$ cat src/rtl/game_countdown_timer.sv
// game_countdown_timer
//   Level countdown timer (MM:SS). Counts down the remaining level time on the
//   one-second tick and drives four BCD digits to the HUD. It also flags low time
//   and expiry to game control, and handles start, pause, resume, bonus time and
//   reload.
//
//   Ports
//     clk        system clock
//     resetN     asynchronous, active-low reset
//     tick       one-clock one-second strobe
//     start      pulse: start from IDLE / resume from PAUSED
//     pause      pulse: pause while RUNNING
//     load       pulse: reload initial time and return to IDLE (highest priority)
//     add_bonus  pulse: add BONUS_SECS, saturating at 99:59
//     min_tens, min_ones, sec_tens, sec_ones   registered BCD digits of remaining time
//     running    state is RUNNING
//     time_up    one-clock pulse when the count reaches 0
//     expired    state is EXPIRED
//     warning    remaining time is in 1..WARN_SECS while RUNNING or PAUSED
//     blink      HUD blink phase while warning
//
//   state   | meaning
//   IDLE    | loaded, waiting for start; ticks ignored
//   RUNNING | each tick consumes one second
//   PAUSED  | ticks ignored, waiting for start to resume
//   EXPIRED | count is 0; only load leaves this state
module game_countdown_timer #(
  parameter int INIT_MIN   = 3,
  parameter int INIT_SEC   = 0,
  parameter int WARN_SECS  = 10,
  parameter int BONUS_SECS = 5
) (
  input  logic       clk,
  input  logic       resetN,
  input  logic       tick,
  input  logic       start,
  input  logic       pause,
  input  logic       load,
  input  logic       add_bonus,
  output logic [3:0] min_tens,
  output logic [3:0] min_ones,
  output logic [3:0] sec_tens,
  output logic [3:0] sec_ones,
  output logic       running,
  output logic       time_up,
  output logic       expired,
  output logic       warning,
  output logic       blink
);

  typedef enum logic [1:0] {IDLE, RUNNING, PAUSED, EXPIRED} state_t;

  localparam logic [12:0] INIT    = 13'(INIT_MIN * 60 + INIT_SEC);
  localparam logic [13:0] MAX_CNT = 14'd5999;
  localparam logic [13:0] BONUS   = 14'(BONUS_SECS);
  localparam logic [12:0] WARN    = 13'(WARN_SECS);
  localparam logic [3:0]  INIT_MT = 4'(INIT_MIN / 10);
  localparam logic [3:0]  INIT_MO = 4'(INIT_MIN % 10);
  localparam logic [3:0]  INIT_ST = 4'(INIT_SEC / 10);
  localparam logic [3:0]  INIT_SO = 4'(INIT_SEC % 10);

  state_t      state, state_nxt;
  logic [12:0] cnt, cnt_nxt;
  logic        time_up_nxt;
  logic        blink_r, blink_nxt;
  logic [13:0] bonus_sum, bonus_tick_sum;
  logic [12:0] bonus_cnt, bonus_tick_cnt;
  logic [6:0]  mins, secs;
  logic        warn_nxt;

  // 14-bit sums so the saturation compare sees the carry out of 13 bits.
  assign bonus_sum      = {1'b0, cnt} + BONUS;
  assign bonus_tick_sum = bonus_sum - 14'd1;
  assign bonus_cnt      = (bonus_sum > MAX_CNT) ? 13'd5999 : 13'(bonus_sum);
  assign bonus_tick_cnt = (bonus_tick_sum > MAX_CNT) ? 13'd5999 : 13'(bonus_tick_sum);

  always_ff @(posedge clk or negedge resetN) begin
    if (!resetN) begin
      state   <= IDLE;
      cnt     <= INIT;
      time_up <= 1'b0;
      blink_r <= 1'b0;
    end else begin
      state   <= state_nxt;
      cnt     <= cnt_nxt;
      time_up <= time_up_nxt;
      blink_r <= blink_nxt;
    end
  end

  always_comb begin
    state_nxt   = state;
    cnt_nxt     = cnt;
    time_up_nxt = 1'b0;
    blink_nxt   = warning ? blink_r : 1'b0;
    if (load) begin
      state_nxt = IDLE;
      cnt_nxt   = INIT;
      blink_nxt = 1'b0;
    end else begin
      case (state)
        IDLE: begin
          if (add_bonus) cnt_nxt = bonus_cnt;
          if (start) state_nxt = RUNNING;
        end
        RUNNING: begin
          if (pause) state_nxt = PAUSED;
          if (tick && warning) blink_nxt = ~blink_r;
          // A bonus landing on the same tick absorbs the decrement, so it can never expire.
          if (tick && add_bonus) cnt_nxt = bonus_tick_cnt;
          else if (tick && cnt == 13'd1) begin
            cnt_nxt     = 13'd0;
            state_nxt   = EXPIRED;
            time_up_nxt = 1'b1;
          end else if (tick) cnt_nxt = cnt - 13'd1;
          else if (add_bonus) cnt_nxt = bonus_cnt;
        end
        PAUSED: begin
          if (add_bonus) cnt_nxt = bonus_cnt;
          if (start) state_nxt = RUNNING;
        end
        EXPIRED: ;
        default: state_nxt = IDLE;
      endcase
    end
  end

  assign running = (state == RUNNING);
  assign expired = (state == EXPIRED);
  // The blink register can lag warning's fall by a cycle; gating keeps the output at 0.
  assign blink   = blink_r & warning;

  assign mins     = 7'(cnt / 13'd60);
  assign secs     = 7'(cnt % 13'd60);
  assign warn_nxt = ((state == RUNNING) || (state == PAUSED)) && (cnt != 13'd0) && (cnt <= WARN);

  always_ff @(posedge clk or negedge resetN) begin
    if (!resetN) begin
      min_tens <= INIT_MT;
      min_ones <= INIT_MO;
      sec_tens <= INIT_ST;
      sec_ones <= INIT_SO;
      warning  <= 1'b0;
    end else begin
      min_tens <= 4'(mins / 7'd10);
      min_ones <= 4'(mins % 7'd10);
      sec_tens <= 4'(secs / 7'd10);
      sec_ones <= 4'(secs % 7'd10);
      warning  <= warn_nxt;
    end
  end

endmodule

$ cat config.mk
export PLATFORM = sky130hd
export DESIGN_NAME = game_countdown_timer
export DESIGN_NICKNAME = d
export VERILOG_FILES = /design/src/rtl/game_countdown_timer.sv
export SDC_FILE = /design/constraint.sdc
export NUM_CORES = 1
export LEC_CHECK = 0
export ABC_AREA = 1
export BUFFER_PORTS_ARGS = -buffer_cell sky130_fd_sc_hd__buf_2
export CELL_PAD_IN_SITES_DETAIL_PLACEMENT = 1
export CELL_PAD_IN_SITES_GLOBAL_PLACEMENT = 1
export CORE_MARGIN = 2
export CORE_UTILIZATION = 40
export CTS_CLUSTER_DIAMETER = 200
export DETAILED_ROUTE_END_ITERATION = 6
export PLACE_DENSITY_LB_ADDON = 0.1
export SLEW_MARGIN = 25
export SYNTH_ARGS = -nofsm -noshare
export SYNTH_HDL_FRONTEND = slang
export SYNTH_SLANG_ARGS = --single-unit
$ cat constraint.sdc
create_clock -name clk -period 4.6 [get_ports clk]
set_input_delay 0.46 -clock clk [delete_from_list [all_inputs] [get_ports clk]]
set_output_delay 0.46 -clock clk [all_outputs]
set_load 0.01 [all_outputs]
==> summary.txt <==
Status
  • Status: finished with violations
  • Violated checks: setup timing

Placed design
  • Place WS: -0.501 ns
  • HPWL reported at the end of detailed placement: 11300 um
  • Port buffer count: 27
  • Dpl cell area: 5020 um^2
  • Cell total after placement: 866
  • Routability cong.: 0.971

Synth
  • Syn avg cell area: 6.52 um^2
  • Cells after Synth: 649
  • Synth Cell Area: 4230 um^2
  • Ys flop type: dfrtp_1
  • Register area share after synthesis: 0.203
  • Yosys cell types: 57
  • Post-synth EDFFs: 0
  • Asr flop ratio synth: 1.00
  • Mapped Nets: 672
  • Register bit count reported by yosys: 34
  • Yosys warns: 0

Critical path
  • CP required: 4.84 ns
  • Worst r2r path cells: 47
  • Most used cell, CP: nand2_4
  • Critical Path Max Stage Delay: 0.47 ns
  • Worst r2r dst: min_ones[1]$_DFF_PN1_
  • Arrival @ worst endpoint: 5.74 ns
  • Reg2Reg Launch Point: cnt[9]$_DFFE_PN0P_
  • CP Launch Type: flip-flop
  • Slowest stage cell, crit path: dfrtp_2
  • Worst setup EP type: flip-flop
  • Worst R2R Setup Slack: -0.90 ns
  • Critical path class: reg -> reg
  • Peak fanout along the critical path: 6

Die
  • Die Ht: 107 um
  • DIE WIDTH: 107 um
  • Starting Density: 0.412
  • FP Rows: 37
  • Die area: 11400 um^2
  • Core area: 10300 um^2
  • Ports: 28

Timing
  • Hold Vio Cnt, Final: 0
  • Fmax achieved: 182 MHz
  • RSZ-0062 raised after global routing: yes
  • Pins over their slew limit: 0
  • Crit path setup slack, layout: -0.902 ns
  • Final setup fails: 11
  • Final period utilization: 1.20
  • Clk_skew: 0.0284 ns
  • Worst-Margin Slew: 0.970 ns
  • Min cycle time layout: 5.50 ns
  • Max-slew headroom: 0.349

Global route
  • Overall routing resource usage: 0.279
  • Vias in the first global route: 5273
  • GRT met3 Usage: 0.0322
  • Global-route wire length before repair: 25600 um
  • GRT busiest layer: met2
  • Largest net degree at the start of global routing: 35
  • Overflow after GRT: 0
  • Met1 usage: 0.311
  • Initial antenna violation count: 0
  • Global routing usage on met2: 0.538

Cells and area
  • Most frequent cells in the layout: nand2_1, buf_4, inv_1, nor2_1
  • Diodes inserted: 0
  • Multi-input logic area: 3470 um^2
  • Post-Layout Inst Area: 6000 um^2
  • Nets: 801
  • Fraction of layout cells with a size suffix above 1: 0.398
  • Register area: 863 um^2
  • Commonest non-fill, non-tap cell in the layout: nand2_1
  • Final core occ: 0.584
  • Syn-to-layout area delta: 41.8%
  • Fill cell count: 1322
  • Non-Filler Instances: 915

Clock network
  • Hold Buf Count CTS: 0
  • Root Buffer: clkbuf_8
  • Htree depth: 2
  • Total CTS buffers: 5
  • Clk buf depth: 2
  • CTS clk-pin slew, worst paths: 0.10 ns
  • # clock sinks: 34
  • CTS tree: done
  • Clock latency on the worst-skew pair: 0.32 ns

Job
  • Max-cap viol count: 0

Min path
  • Worst hold path class: in -> async

Routing
  • Vias/cell: 5.80
  • 1st-iter DRT viols: 376
  • Wire length per cell: 21.8 um
  • Number of routed nets with antenna violations: 0
  • DRC Markers: 0
  • Via count: 5305
  • Router iterations before antenna repair: 5
  • Final wirelength: 19900 um
## sequential cells by signal, indices dropped and copies added (netlist names)
signal	flops
state	2
warning	1
min_tens	4
sec_ones	4
time_up	1
blink_r	1
cnt	13
min_ones	4
sec_tens	4
## worst max-delay path: cells and delay by family (launching register included)
kind | cells | cell delay, ns
AOI/OAI and AO/OA | 2 | 0.35
adders and majority gates | 2 | 0.29
buffers and inverters | 5 | 0.46
DFF | 1 | 0.47
and+or+nand+nor | 38 | 3.87
## worst max-delay path by stage
stage,start,end,cells after the start
floorplan,cnt[11]$_DFFE_PN0P_,min_ones[3]$_DFF_PN0_,52
global placement,cnt[11]$_DFFE_PN0P_,min_ones[3]$_DFF_PN0_,50
detailed placement,cnt[10]$_DFFE_PN0P_,min_ones[2]$_DFF_PN0_,46
CTS,cnt[9]$_DFFE_PN0P_,min_ones[3]$_DFF_PN0_,51
global route,cnt[9]$_DFFE_PN0P_,min_ones[1]$_DFF_PN1_,44
finish,cnt[9]$_DFFE_PN0P_,min_ones[1]$_DFF_PN1_,47
## final cells by class
cell class / instances / area share
inverter: 99 / 0.0644
timing repair buffer: 136 / 0.167
sequential: 34 / 0.144
multi-input combinational: 502 / 0.577
clock buffer: 7 / 0.0144
clock inverter: 1 / 0.00500
tap: 136 / 0.0284
## logic make-up after synthesis
family	synth area share
AO/OA/AOI/OAI	0.174
XOR/XNOR	0.0435
adder cells (fa/ha/maj)	0.0473
buffers and inverters	0.105
flip-flops	0.203
other	0.000886
AND/OR/NAND/NOR	0.426
## cells in the mapped netlist, types with 2 or more instances
cell	n	area (um^2)
clkinv_1	4	15.0
buf_2	3	15.0
nand4_4	2	42.5
nand3_1	55	275
nor3_1	11	55.1
o21a_1	2	15.0
dfrtp_1	28	701
xnor2_1	5	43.8
nand2_1	141	529
nor2_2	5	31.3
a21oi_1	28	140
inv_2	10	37.5
a221o_1	3	30.0
a22o_1	3	26.3
clkbuf_1	6	22.5
nand2_2	25	156
nand2_4	15	169
o21ai_1	7	35.0
o21ai_2	4	35.0
a31oi_1	3	18.8
and3_1	2	12.5
o22ai_1	6	37.5
ha_1	16	200
nor2_1	52	195
nand3_2	6	60.1
o31ai_1	2	15.0
o21ai_4	2	32.5
o21ai_0	41	205
dfstp_2	6	158
nand4_1	17	106
xor2_1	16	140
nor2_4	10	113
o211ai_1	3	22.5
buf_4	4	30.0
inv_1	84	315
## routing by layer
layer	wire length [um]	up-vias
met1	7490	2614
met3	1040	80
met4	1050	0
met5	0	-
li1	-	2395
met2	10300	216
## per-stage QoR
step	setup TNS, ns	hold slack, ns
after floorplan	-0.116	0.164
after global placement	-0.827	0.526
after detailed placement	-2.82	0.522
after CTS	-1.35	0.285
after global routing	-8.84	0.308
final	-6.73	0.254
## timing repair
action / CTS / global route
endpoints found under the setup margin: 8 / 9
pin swaps: 41 / 58
resized for setup: 44 / 92
endpoints found under the hold margin: 0 / 0
buffers inserted: 25 / 17
Power is left out: the tool's default activity adds up to more than one toggle a clock period on the data nets, which glitch-free logic cannot reach.
